===== config.mk =====
export PLATFORM = sky130hd
export DESIGN_NAME = sram_bist
export DESIGN_NICKNAME = d
export VERILOG_FILES = /design/src/rtl/sram_pkg.sv /design/src/rtl/sram_bist_log.sv /design/src/rtl/sram_bist.sv
export SDC_FILE = /design/constraint.sdc
export NUM_CORES = 1
export LEC_CHECK = 0
export BUFFER_PORTS_ARGS = -buffer_cell sky130_fd_sc_hd__buf_2
export CORE_MARGIN = 2
export CORE_UTILIZATION = 40
export CTS_BUF_LIST = sky130_fd_sc_hd__clkbuf_8
export CTS_CLUSTER_DIAMETER = 150
export CTS_CLUSTER_SIZE = 10
export DETAILED_ROUTE_END_ITERATION = 6
export GPL_ROUTABILITY_DRIVEN = 0
export HOLD_SLACK_MARGIN = 0.12
export PLACE_DENSITY = 0.61
export SYNTH_ARGS = -nofsm -noshare
export SYNTH_HDL_FRONTEND = slang
export SYNTH_SLANG_ARGS = --single-unit
export TNS_END_PERCENT = 100

===== constraint.sdc =====
create_clock -name clk -period 3.6 [get_ports clk]
set_clock_uncertainty 0.15 [all_clocks]
set_input_delay 0.36 -clock clk [delete_from_list [all_inputs] [get_ports clk]]
set_output_delay 0.36 -clock clk [all_outputs]
set_load 0.01 [all_outputs]

===== src/rtl/sram_pkg.sv =====
// Shared constants, march state encoding and the March C- element table
// for the sram_bist engine.
package sram_pkg;

    localparam int SRAM_ADDR_W = 6;
    localparam int SRAM_DATA_W = 8;
    localparam int SRAM_DEPTH  = 1 << SRAM_ADDR_W;
    localparam int FAIL_CNT_W  = 8;

    typedef enum logic [3:0] {
        ST_IDLE  = 4'd0,
        ST_M0    = 4'd1,
        ST_M1    = 4'd2,
        ST_M2    = 4'd3,
        ST_M3    = 4'd4,
        ST_M4    = 4'd5,
        ST_M5    = 4'd6,
        ST_DRAIN = 4'd7,
        ST_DONE  = 4'd8
    } march_state_t;

    // Element table, bit i describes element Mi. Bits 6 and 7 are zero so
    // that any non-march state maps onto "no operation".
    localparam logic [7:0] EL_DOWN   = 8'b0011_1000;  // M3..M5 walk 63 -> 0
    localparam logic [7:0] EL_HAS_RD = 8'b0011_1110;  // M1..M5 start with a read
    localparam logic [7:0] EL_RD_INV = 8'b0001_0100;  // M2, M4 expect ~BG
    localparam logic [7:0] EL_HAS_WR = 8'b0001_1111;  // M0..M4 end with a write
    localparam logic [7:0] EL_WR_INV = 8'b0000_1010;  // M1, M3 write ~BG

    // Element index of a state; IDLE wraps to 7 and DRAIN/DONE land on 6/7.
    function automatic logic [2:0] elem_idx(march_state_t s);
        return 3'(s) - 3'd1;
    endfunction

    function automatic logic is_march(march_state_t s);
        return (s >= ST_M0) && (s <= ST_M5);
    endfunction

    function automatic logic elem_down(march_state_t s);
        return EL_DOWN[elem_idx(s)];
    endfunction

    function automatic logic elem_has_rd(march_state_t s);
        return EL_HAS_RD[elem_idx(s)];
    endfunction

    function automatic logic elem_rd_inv(march_state_t s);
        return EL_RD_INV[elem_idx(s)];
    endfunction

    function automatic logic elem_has_wr(march_state_t s);
        return EL_HAS_WR[elem_idx(s)];
    endfunction

    function automatic logic elem_wr_inv(march_state_t s);
        return EL_WR_INV[elem_idx(s)];
    endfunction

endpackage


===== src/rtl/sram_bist_log.sv =====
// Read-compare pipeline and result logging for sram_bist: delays each read
// by one cycle to meet the SRAM data, counts mismatches (saturating),
// captures the first failure and produces the pass flag.
module sram_bist_log
    import sram_pkg::*;
#(
    parameter int ADDR_W = SRAM_ADDR_W,
    parameter int DATA_W = SRAM_DATA_W
) (
    input  logic                  clk,
    input  logic                  reset,
    input  logic                  clear,
    input  logic                  finish,
    input  logic                  rd_issue,
    input  logic [ADDR_W-1:0]     rd_addr,
    input  logic [DATA_W-1:0]     rd_exp,
    input  logic [DATA_W-1:0]     rd_data,
    output logic                  pass,
    output logic [FAIL_CNT_W-1:0] fail_count,
    output logic [ADDR_W-1:0]     first_fail_addr,
    output logic [DATA_W-1:0]     first_fail_exp,
    output logic [DATA_W-1:0]     first_fail_act
);

    logic              chk_q;
    logic [DATA_W-1:0] exp_q;
    logic [ADDR_W-1:0] addr_q;
    logic              miss;

    assign miss = chk_q && (rd_data != exp_q);

    // Register read context, then log the compare one cycle later.
    // NOTE: sequential state uses non-blocking assignments so every register
    // samples the pre-edge values regardless of statement order.
    always_ff @(posedge clk or posedge reset) begin
        if (reset) begin
            chk_q           <= 1'b0;
            exp_q           <= '0;
            addr_q          <= '0;
            pass            <= 1'b0;
            fail_count      <= '0;
            first_fail_addr <= '0;
            first_fail_exp  <= '0;
            first_fail_act  <= '0;
        end else begin
            chk_q <= rd_issue;
            if (rd_issue) begin
                exp_q  <= rd_exp;
                addr_q <= rd_addr;
            end
            if (clear) begin
                pass            <= 1'b0;
                fail_count      <= '0;
                first_fail_addr <= '0;
                first_fail_exp  <= '0;
                first_fail_act  <= '0;
            end else begin
                if (miss) begin
                    if (fail_count != '1) begin
                        fail_count <= fail_count + 1'b1;
                    end
                    if (fail_count == '0) begin
                        first_fail_addr <= addr_q;
                        first_fail_exp  <= exp_q;
                        first_fail_act  <= rd_data;
                    end
                end
                // The last read is compared during DRAIN, so include it here.
                if (finish) begin
                    pass <= (fail_count == '0) && !miss;
                end
            end
        end
    end

endmodule


===== src/rtl/sram_bist.sv =====
// March C- BIST engine driving a 64x8 SRAM port. The FSM walks the six
// march elements, registers every SRAM pin, and hands reads to
// sram_bist_log for checking.
module sram_bist
    import sram_pkg::*;
#(
    parameter int                ADDR_W = SRAM_ADDR_W,
    parameter int                DATA_W = SRAM_DATA_W,
    parameter logic [DATA_W-1:0] BG     = '0
) (
    input  logic                  clk,
    input  logic                  reset,
    input  logic                  start,
    output logic                  busy,
    output logic                  done,
    output logic                  pass,
    output logic [FAIL_CNT_W-1:0] fail_count,
    output logic [ADDR_W-1:0]     first_fail_addr,
    output logic [DATA_W-1:0]     first_fail_exp,
    output logic [DATA_W-1:0]     first_fail_act,
    output logic                  mem_enable,
    output logic                  mem_rw,
    output logic [ADDR_W-1:0]     mem_address,
    output logic [DATA_W-1:0]     mem_data_in,
    input  logic [DATA_W-1:0]     mem_data_out
);

    localparam logic [ADDR_W-1:0] ADDR_FIRST = '0;
    localparam logic [ADDR_W-1:0] ADDR_LAST  = '1;

    march_state_t      state, nxt_state;
    logic [ADDR_W-1:0] addr, nxt_addr;
    logic              rd_ph, nxt_rd;       // current op is the read half
    logic [DATA_W-1:0] rd_exp;              // expected data of the current read
    logic              nxt_march;

    // Next op: read->write within an address, then step address, then element.
    // NOTE: every variable gets a default first so no path leaves it
    // unassigned, which would otherwise infer a latch.
    always_comb begin
        nxt_state = state;
        nxt_addr  = addr;
        nxt_rd    = rd_ph;
        case (state)
            ST_IDLE: begin
                if (start) begin
                    nxt_state = ST_M0;
                    nxt_addr  = elem_down(ST_M0) ? ADDR_LAST : ADDR_FIRST;
                    nxt_rd    = elem_has_rd(ST_M0);
                end
            end
            ST_DRAIN: nxt_state = ST_DONE;
            ST_DONE:  nxt_state = ST_IDLE;
            default: begin
                if (rd_ph && elem_has_wr(state)) begin
                    nxt_rd = 1'b0;
                end else if (addr == (elem_down(state) ? ADDR_FIRST : ADDR_LAST)) begin
                    // M5 + 1 is DRAIN, which the table treats as "no op".
                    nxt_state = march_state_t'(state + 4'd1);
                    nxt_addr  = elem_down(nxt_state) ? ADDR_LAST : ADDR_FIRST;
                    nxt_rd    = elem_has_rd(nxt_state);
                end else begin
                    nxt_addr = elem_down(state) ? addr - 1'b1 : addr + 1'b1;
                    nxt_rd   = elem_has_rd(state);
                end
            end
        endcase
        nxt_march = is_march(nxt_state);
    end

    // FSM state and registered SRAM/handshake outputs for the next cycle.
    always_ff @(posedge clk or posedge reset) begin
        if (reset) begin
            state       <= ST_IDLE;
            addr        <= '0;
            rd_ph       <= 1'b0;
            rd_exp      <= '0;
            busy        <= 1'b0;
            done        <= 1'b0;
            mem_enable  <= 1'b0;
            mem_rw      <= 1'b0;
            mem_address <= '0;
            mem_data_in <= '0;
        end else begin
            state       <= nxt_state;
            addr        <= nxt_addr;
            rd_ph       <= nxt_rd;
            rd_exp      <= elem_rd_inv(nxt_state) ? ~BG : BG;
            busy        <= nxt_march || (nxt_state == ST_DRAIN);
            done        <= (nxt_state == ST_DONE);
            mem_enable  <= nxt_march;
            mem_rw      <= nxt_march && nxt_rd;
            mem_address <= nxt_march ? nxt_addr : '0;
            mem_data_in <= (nxt_march && !nxt_rd) ?
                           (elem_wr_inv(nxt_state) ? ~BG : BG) : '0;
        end
    end

    sram_bist_log #(
        .ADDR_W (ADDR_W),
        .DATA_W (DATA_W)
    ) u_log (
        .clk             (clk),
        .reset           (reset),
        .clear           ((state == ST_IDLE) && start),
        .finish          (state == ST_DRAIN),
        .rd_issue        (mem_enable && mem_rw),
        .rd_addr         (mem_address),
        .rd_exp          (rd_exp),
        .rd_data         (mem_data_out),
        .pass            (pass),
        .fail_count      (fail_count),
        .first_fail_addr (first_fail_addr),
        .first_fail_exp  (first_fail_exp),
        .first_fail_act  (first_fail_act)
    );

endmodule


==> flow_summary.json <==
{
  "outcome": "finished, final reports clean",
  "fmax_mhz": 297,
  "critPathLaunchType": "flop",
  "crit_end": "mem_rw$_DFF_PP0_",
  "place_ws_ns": 0.158,
  "min_period_over_period_pct": 93.6,
  "swShare_pct": 31.3,
  "antenna_found_initial": 0,
  "gr-total-overflow": 0,
  "grt_pass1_vias": 2300,
  "synth-async-reset-ratio_pct": 100,
  "design.core.area_sq_um": 7210,
  "drt_iter0_drc": 140,
  "crit_required_ns": 3.65,
  "htreeDepth": 2,
  "drv_cap": 0,
  "worst-r2r-cell-count": 13,
  "pwr-share-comb_pct": 22.9,
  "timing.rr.start": "state[0]$_DFF_PP0_",
  "drc": 0,
  "p_switching_uw": 476,
  "power_per_cell_area_nw_per_um2": 443,
  "yosys_warnings": 0,
  "setup-violations-final": 0,
  "routed_wl_mm": 6.38,
  "finalHoldViolCount": 0,
  "seq_area_frac_synth_pct": 46.2,
  "hold_path_class": "primary input to flop",
  "synthToLayoutAreaGrowth_pct": 15.4,
  "tightestPinTransition_ns": 1.13,
  "io_buffer_count": 59,
  "finalNetCount": 365,
  "grt_pass1_wl_mm": 11.2,
  "ant_nets": 0,
  "tns_ns": 0,
  "boundaryPins": 60,
  "ys_top_cells_by_area": "dfrtp_1, a22o_1, ha_1",
  "synth_area_sq_um": 2980,
  "vias": 2344,
  "dieArea_sq_um": 8150,
  "internal-power_uw": 1050,
  "r2r_end": "mem_rw$_DFF_PP0_",
  "final_max_slew_viol_count": 0,
  "path_clk_slew_ns": 0.10,
  "ys_ff_latch": 55,
  "rsz0062_at_grt": "no",
  "firstDrtPassIters": 4,
  "final_layout_size_suffix_gt1_share_pct": 29.1,
  "synthTopCellsByCount": "dfrtp_1, nand2_1, nor2_1, a22o_1, o21ai_0",
  "end_kind": "flop",
  "cts_tree": "done",
  "crit_fanout": 8,
  "worstPathArrival_ns": 3.42,
  "relSlewSlack_pct": 24.7,
  "die_w_um": 90.3,
  "reg2reg_slack_ns": 0.23,
  "syn_inst": 290,
  "synth_top_area_share_pct": 46.2,
  "rows": 31,
  "critPathKind": "flop to flop",
  "cts_made_buffers": 5,
  "grt_max_degree": 32,
  "fp.dieH_um": 90.3,
  "yosysTopAreaCell": "dfrtp_1",
  "cts.sinks": 55,
  "synth_ff_type": "dfrtp_1",
  "crit_path_start": "state[0]$_DFF_PP0_",
  "synth_area_per_cell_sq_um": 10.3,
  "clkLatencyLatePin_ns": 0.31,
  "clkPwrFrac_pct": 23.8,
  "viasPerCell": 5.29,
  "synth-edff-count": 0,
  "dpl.hpwl_mm": 4.87,
  "clock-root-buffer": "clkbuf_8",
  "pwr-share-seq_pct": 53.3,
  "yosysUniqueCellTypes": 57,
  "fill_cells": 715,
  "wl_per_cell_um": 14.4,
  "initial_utilization_pct": 41.3,
  "synth_most_common_cell": "dfrtp_1",
  "fin_ws_ns": 0.229,
  "grt_util_all_layers_pct": 16.4,
  "post-route-min-period_ns": 3.37,
  "ir_drop_v": 0.000145,
  "clock_path_buffers": 2,
  "p_leak_uw": 0.00166,
  "antenna-diode-count": 0,
  "synth_nets": 312
}
sequential cells by signal (all words and copies together), names as in the netlist, 4 cells and up:
signal / count
u_log.first_fail_addr: 6
u_log.fail_count: 8
u_log.first_fail_act: 8
mem_address: 6
u_log.addr_q: 6
state: 4
addr: 6
power groups by stage:
stage,Sequential [uW],Combinational (uW),Clock (uW)
2_1_floorplan,871,164,0
3_3_place_gp,829,346,0
3_5_place_dp,826,352,0
4_1_cts,815,354,373
5_1_grt,832,378,401
6_report,811,348,362
placed cells by master (no fill, tap or decap), drive strengths merged, types with 6 or more instances in the layout:
master  Yosys  final
nor2       19     19
nor2b       8      8
mux2        7      7
ha         10     10
o21ai      17     17
a22o       18     18
or3         6      6
dfrtp      55     55
inv        15     17
nand2      19     19
nor3        8      8
buf        20     67
a21oi      12     12
logic make-up after synthesis:
kind of cell	share of synthesized area [%]
and+or+nand+nor	17.4
AOI/OAI and AO/OA	19.0
DFF	46.2
buffers and inverters	6.77
adders and majority gates	4.88
xor gates and xnor gates	2.65
muxes	2.98
metal layers:
layer / routed length, um / global-route usage [%] / up-vias
li1: - / - / 1141
met1: 2980 / 22.1 / 1126
met2: 2990 / 27.8 / 70
met3: 370 / 3.34 / 7
met4: 36 / 3.08 / 0
met5: 0 / 0 / -
worst max-delay path: stages, from the launching register on:
cell	delay, ns
dfrtp_1	0.47
inv_1	0.13
ha_1	0.28
xor2_1	0.21
nand2_1	0.11
nand2_1	0.14
ha_1	0.37
nand4_1	0.11
buf_4	0.17
a2111oi_2	0.34
o22ai_1	0.20
nor3_2	0.25
o22a_4	0.28
nor2_1	0.05
how the worst min path moves through the flow:
stage | from | end | depth (start not counted)
finish | mem_data_out[5] | u_log.first_fail_act[5]$_DFFE_PP0P_ | 2
global route | mem_data_out[6] | u_log.first_fail_act[6]$_DFFE_PP0P_ | 2
CTS | mem_data_out[6] | u_log.first_fail_act[6]$_DFFE_PP0P_ | 2
detailed placement | rd_exp[6]$_DFF_PP0_ | u_log.exp_q[6]$_DFFE_PP0P_ | 1
global placement | rd_exp[6]$_DFF_PP0_ | u_log.exp_q[6]$_DFFE_PP0P_ | 1
floorplan | rd_exp[6]$_DFF_PP0_ | u_log.exp_q[6]$_DFFE_PP0P_ | 1
what timing repair did:
action	in CTS	in global routing
endpoints found under the hold margin	30	0
endpoints found under the setup margin	0	10
hold buffers	1	0
gates resized for setup	0	3
buffers inserted	0	1
stage by stage:
stage	cells	instance area [sq um]	hold WS [ns]	power, uW	utilization, %
after floorplan	290	2980	0.306	1040	-
after global placement	433	3300	0.309	1170	45.8
after detailed placement	433	3300	0.322	1180	45.8
after CTS	442	3410	0.128	1540	47.3
after global routing	443	3440	0.122	1610	47.6
final	443	3440	0.138	1520	47.6
area by class of cell:
cell class              instances  area, sq um  area share [%]
clock buffers                   5         68.8            2.00
clock inverters                 3         27.5           0.801
inverters                      15         56.3            1.64
multi-input cells             198         1420            41.3
flip-flops and latches         55         1380            40.1
well taps                      99          124            3.61
repair buffers                 68          365            10.6
Note: power is estimated with default switching activity, not from simulation.
